File: config.mk
export PLATFORM = sky130hd
export DESIGN_NAME = eu_iqueue
export DESIGN_NICKNAME = d
export VERILOG_FILES = /design/src/rtl/eu_iqueue.sv
export SDC_FILE = /design/constraint.sdc
export NUM_CORES = 1
export LEC_CHECK = 0
export BUFFER_PORTS_ARGS = -buffer_cell sky130_fd_sc_hd__buf_2
export CELL_PAD_IN_SITES_DETAIL_PLACEMENT = 1
export CELL_PAD_IN_SITES_GLOBAL_PLACEMENT = 1
export CORE_MARGIN = 2
export CORE_UTILIZATION = 52
export CTS_CLUSTER_SIZE = 20
export DETAILED_ROUTE_END_ITERATION = 10
export PLACE_DENSITY_LB_ADDON = 0.1
export SETUP_SLACK_MARGIN = 0.4
export SLEW_MARGIN = 30
export SYNTH_ARGS = -nofsm -noshare
export SYNTH_HDL_FRONTEND = slang
export SYNTH_SLANG_ARGS = --single-unit
export TNS_END_PERCENT = 1
File: constraint.sdc
create_clock -name clk -period 2.8 [get_ports clk]
set_input_delay 0.14 -clock clk [delete_from_list [all_inputs] [get_ports clk]]
set_output_delay 0.14 -clock clk [all_outputs]
set_load 0.03 [all_outputs]
File: src/rtl/eu_iqueue.sv
// rtl/eu_iqueue.sv - per-exec-unit instruction queue feeding the ALPU operand cache
// Oldest entry drives curr_instr; the second-oldest is exposed as a prefetch hint.
module eu_iqueue #(
   parameter int DEPTH   = 8,
   parameter int ENTRY_W = 64,
   localparam int PTR_W  = $clog2(DEPTH)
) (
   input  logic               clk,
   input  logic               reset_n,
   input  logic               flush,
   input  logic [ENTRY_W-1:0] in_instr,
   input  logic               in_valid,
   output logic               in_ready,
   output logic [ENTRY_W-1:0] curr_instr,
   output logic               curr_valid,
   input  logic               curr_ready,
   output logic [ENTRY_W-1:0] next_instr,
   output logic               next_valid,
   output logic [PTR_W:0]     count,
   output logic               full,
   output logic               empty
);

   logic [ENTRY_W-1:0] mem_q [DEPTH];
   logic [PTR_W-1:0]   wr_ptr_q, wr_ptr_d;
   logic [PTR_W-1:0]   rd_ptr_q, rd_ptr_d;
   logic [PTR_W:0]     count_q, count_d;
   logic [PTR_W-1:0]   rd_ptr_nxt;
   logic               push, pop;

   // Every output derives from registered state only; no in_instr bypass.
   assign full       = (count_q == (PTR_W+1)'(DEPTH));
   assign empty      = (count_q == '0);
   assign in_ready   = ~full;
   assign curr_valid = ~empty;
   assign next_valid = (count_q >= (PTR_W+1)'(2));
   assign count      = count_q;
   assign rd_ptr_nxt = rd_ptr_q + PTR_W'(1);
   assign curr_instr = mem_q[rd_ptr_q];
   assign next_instr = mem_q[rd_ptr_nxt];

   assign push = in_valid & in_ready;
   assign pop  = curr_valid & curr_ready;

   always_comb begin
      wr_ptr_d = wr_ptr_q;
      rd_ptr_d = rd_ptr_q;
      count_d  = count_q;
      if (flush) begin
         wr_ptr_d = '0;
         rd_ptr_d = '0;
         count_d  = '0;
      end else begin
         if (push) wr_ptr_d = wr_ptr_q + PTR_W'(1);
         if (pop)  rd_ptr_d = rd_ptr_nxt;
         if (push && !pop)      count_d = count_q + (PTR_W+1)'(1);
         else if (pop && !push) count_d = count_q - (PTR_W+1)'(1);
      end
   end

   always_ff @(posedge clk or negedge reset_n) begin
      if (!reset_n) begin
         wr_ptr_q <= '0;
         rd_ptr_q <= '0;
         count_q  <= '0;
         for (int i = 0; i < DEPTH; i++) mem_q[i] <= '0;
      end else begin
         wr_ptr_q <= wr_ptr_d;
         rd_ptr_q <= rd_ptr_d;
         count_q  <= count_d;
         if (push && !flush) mem_q[wr_ptr_q] <= in_instr;
      end
   end

`ifndef SYNTHESIS
   a_no_overflow:  assert property (@(posedge clk) disable iff (!reset_n) !(push && full));
   a_no_underflow: assert property (@(posedge clk) disable iff (!reset_n) !(pop && empty));
`endif

endmodule
==> results_tabular.tex <==
\begin{tabular}{lr}
\hline
Metric & Value \\
\hline
\multicolumn{2}{l}{\textbf{Routing}} \\
Routed length on met1 & 37300 um \\
DRT antenna net count & 0 \\
Avg Vias per Cell & 6.625 \\
Highest routed metal layer & met5 \\
DRC & 0 \\
WL met2 & 45500 um \\
Drt first-iter violations & 1320 \\
Detailed-routed wire length on met3 & 5062 um \\
First-pass DRT Iterations & 5 \\
Drt wl/cell & 34.17 um \\
Final routed wirelength across all metal layers & 90820 um \\
Overall via count from detail\_route & 17.61k \\
\multicolumn{2}{l}{\textbf{Clock tree}} \\
CTS tree & done \\
Buffer depth of the longest clock path & 3 \\
H-tree depth reported by CTS & 2 \\
Reg clk slew, reported paths & 0.06 ns \\
Number of clock sinks & 522 \\
Worst skew pair latency & 0.63 ns \\
CTS root buf & sky130\_fd\_sc\_hd\_\_clkbuf\_16 \\
TritonCTS Buffers & 58 \\
\multicolumn{2}{l}{\textbf{Job}} \\
MaxCap Viol Count & 0 \\
\multicolumn{2}{l}{\textbf{Timing}} \\
Fin. max-slew vios & 0 \\
Fin. Hold Viols & 0 \\
Portion of the clock cycle consumed by the worst path in the final layout & 1.025 \\
Count of endpoints failing setup in the final report & 40 \\
Highest clock frequency the design can meet & 0.3484 GHz \\
Maximum clock skew at final layout & 0.02314 ns \\
Slew HR & 0.4589 \\
Actual transition at the worst max-transition pin & 0.8116 ns \\
Min Clock Period, post-route & 2.871 ns \\
Minimum hold slack & 0.07114 ns \\
Crit path setup slack, layout & -0.07051 ns \\
RSZ-0062 raised after global routing & yes \\
\multicolumn{2}{l}{\textbf{Yosys}} \\
EDFF count, synth & 0 \\
FFs w/ async S/R, synth & 1.000 \\
Register area share after synthesis & 0.4807 \\
Post-Syn Nets & 1691 \\
Synth unique cells & 40 \\
Avg Inst Size Synth & 16.80 um\^{}2 \\
Main flop type after synthesis & sky130\_fd\_sc\_hd\_\_dfrtp\_1 \\
Number of cells produced by synthesis & 1617 \\
Syn. warnings & 0 \\
Netlist area before placement & 27170 um\^{}2 \\
Synthesis-stage register bit count & 522 \\
\multicolumn{2}{l}{\textbf{Global route}} \\
Largest net degree at the start of global routing & 74 \\
Number of antenna violations at the first check in global routing & 2 \\
Global-route wire length before repair & 126400 um \\
Global route total overflow & 0 \\
Overall routing resource usage & 0.3106 \\
Number of global-route vias before repair & 19.56k \\
\multicolumn{2}{l}{\textbf{Setup path}} \\
Largest fanout on the critical path & 6 \\
Cell with the largest stage delay on the worst path & sky130\_fd\_sc\_hd\_\_dfrtp\_4 \\
Arrival time worst endpoint & 2.73 ns \\
Number of buffers and inverters on the critical path & 4 \\
Kind of cell adding the most delay to the critical path & multiplexers \\
Data required time at the worst endpoint & 2.66 ns \\
Critical Path Source Type & register \\
Critical Path End Type & primary output \\
Most frequent cell on the critical path & sky130\_fd\_sc\_hd\_\_buf\_12 \\
Critical Path Max Stage Delay & 0.52 ns \\
Cell chain of the critical path & ha\_4, buf\_12, buf\_12, clkbuf\_16, mux4\_2, mux2\_2, buf\_6 \\
Critical path start-end classification & reg -> out \\
\multicolumn{2}{l}{\textbf{Status}} \\
Violations in the final reports & negative setup slack \\
Status & finished with violations \\
\multicolumn{2}{l}{\textbf{Pwr}} \\
Leakage power of the design & 0.01648 uW \\
Power density over cell area & 1219 nW/um\^{}2 \\
Final Total Pwr & 44010 uW \\
IR drop worst, VDD & 1.033 mV \\
\multicolumn{2}{l}{\textbf{Placed design}} \\
Final weighted congestion in routability-driven placement & 0.7765 \\
DP Area & 29340 um\^{}2 \\
Place WS & 0.06028 ns \\
Final HPWL DP & 41680 um \\
I/O Buffers & 205 \\
\multicolumn{2}{l}{\textbf{Layout}} \\
Fraction of final layout cells with drive strength greater than 1 & 0.6727 \\
Count of nets after finishing & 2002 \\
Design area & 36100 um\^{}2 \\
Filler Cells Inserted & 4198 \\
Highest-count cells in the layout ignoring fill and taps & 519 x sky130\_fd\_sc\_hd\_\_mux2\_4, 515 x sky130\_fd\_sc\_hd\_\_dfrtp\_1, 256 x sky130\_fd\_sc\_hd\_\_mux4\_2 \\
Leading cell type in the layout, fill and taps excluded & sky130\_fd\_sc\_hd\_\_mux2\_4 \\
Growth of design area from synthesis to finish & 32.85\% \\
\multicolumn{2}{l}{\textbf{Floorplanning}} \\
Number of cell rows & 83 \\
Initial core utilization & 0.5275 \\
Vertical die dimension & 232.6 um \\
Placeable core region & 51510 um\^{}2 \\
Width of the chip & 232.6 um \\
Number of top-level pins & 206 \\
Total die area & 54100 um\^{}2 \\
\multicolumn{2}{l}{\textbf{Min path}} \\
Worst min-delay path class & in -> async \\
\hline
\end{tabular}
==> cells in the mapped netlist (all sizes together) (4+ instances only) <==
cell type  instances  area, um^2
mux2             640        7207
dfrtp            522       13060
mux4             256        5766
buf               90       508.0
clkbuf            40       150.1
nor2              10       45.04
inv                7       26.27
nand2              6       22.52
nand3              6       30.03
xor2               5       43.79
ha                 4       50.05
==> metrics by stage <==
stage | util | std cells | setup TNS, ns
2_1_floorplan | - | 1617 | 0
3_3_place_gp | 0.5696 | 2426 | 0
3_5_place_dp | 0.5696 | 2426 | 0
4_1_cts | 0.6739 | 2633 | -0.06948
5_1_grt | 0.7008 | 2657 | -2.691
6_report | 0.7008 | 2658 | -1.170
==> cells by family after synthesis <==
logic type	count (synthesis)	synth area share
AO/OA/AOI/OAI	12	0.003269
XOR/XNOR	7	0.002256
adder cells (fa/ha/maj)	5	0.002579
buffers and inverters	137	0.02519
flip-flops	522	0.4807
multiplexers	898	0.4781
AND/OR/NAND/NOR	36	0.007873
==> sequential cells by signal, summed over array words and instances, names as in the netlist <==
signal,count
wr_ptr_q,3
count,4
mem_q,512
rd_ptr_q,3
==> area by class of cell <==
cell class / instances / area, um^2 / area share
repair buffers: 381 / 4574 / 0.1267
multi-input cells: 958 / 15490 / 0.4291
diodes: 1 / 2.502 / 0.00006932
clock inverters: 27 / 330.3 / 0.009150
flip-flops and latches: 522 / 13080 / 0.3623
inverters: 7 / 31.28 / 0.0008665
clock buffers: 82 / 1743 / 0.04828
well taps: 680 / 850.8 / 0.02357
==> report_power, final <==
part / switching (uW) / internal [uW]
Clock: 3340 / 4970
Sequential: 1850 / 9530
Combinational: 11300 / 13000
Total: 16500 / 27500
==> worst paths after layout <==
| check | startpoint | end | slack [ns] | cells after the start |
|---|---|---|---|---|
| min reg2reg | mem_q[94]$_DFFE_PN0P_ | mem_q[94]$_DFFE_PN0P_ | 0.52 | 1 |
| max | rd_ptr_q[0]$_DFFE_PN0P_ | next_instr[19] | -0.07 | 7 |
| min | reset_n | mem_q[233]$_DFFE_PN0P_ | 0.07 | 2 |
| max reg2reg | count[3]$_DFFE_PN0P_ | mem_q[360]$_DFFE_PN0P_ | 0.13 | 7 |
| min in group clk | in_instr[47] | mem_q[111]$_DFFE_PN0P_ | 0.42 | 3 |
| max in group asynchronous | reset_n | mem_q[200]$_DFFE_PN0P_ | 1.79 | 3 |
==> worst register-to-register path: stages (launching register included) <==
cell                        delay [ns]
sky130_fd_sc_hd__dfrtp_2          0.45
sky130_fd_sc_hd__or4b_4           0.26
sky130_fd_sc_hd__buf_6            0.12
sky130_fd_sc_hd__inv_6            0.04
sky130_fd_sc_hd__or4_4            0.50
sky130_fd_sc_hd__nor3b_4          0.43
sky130_fd_sc_hd__clkbuf_16        0.37
sky130_fd_sc_hd__mux2_4           0.38
==> timing repair <==
action	in CTS	in global routing
gates cloned	15	6
setup endpoints to repair	596	561
gates resized for setup	553	348
endpoints found under the hold margin	581	0
hold buffers	70	0
pin swaps	15	11
setup buffers	13	18
==> layer usage <==
metal,GRT usage,vias up
met5,0,-
met4,0.08758,4
met3,0.05600,188
met2,0.5088,638
met1,0.4291,9824
li1,-,6954
Note: power is estimated with default switching activity, not from simulation.
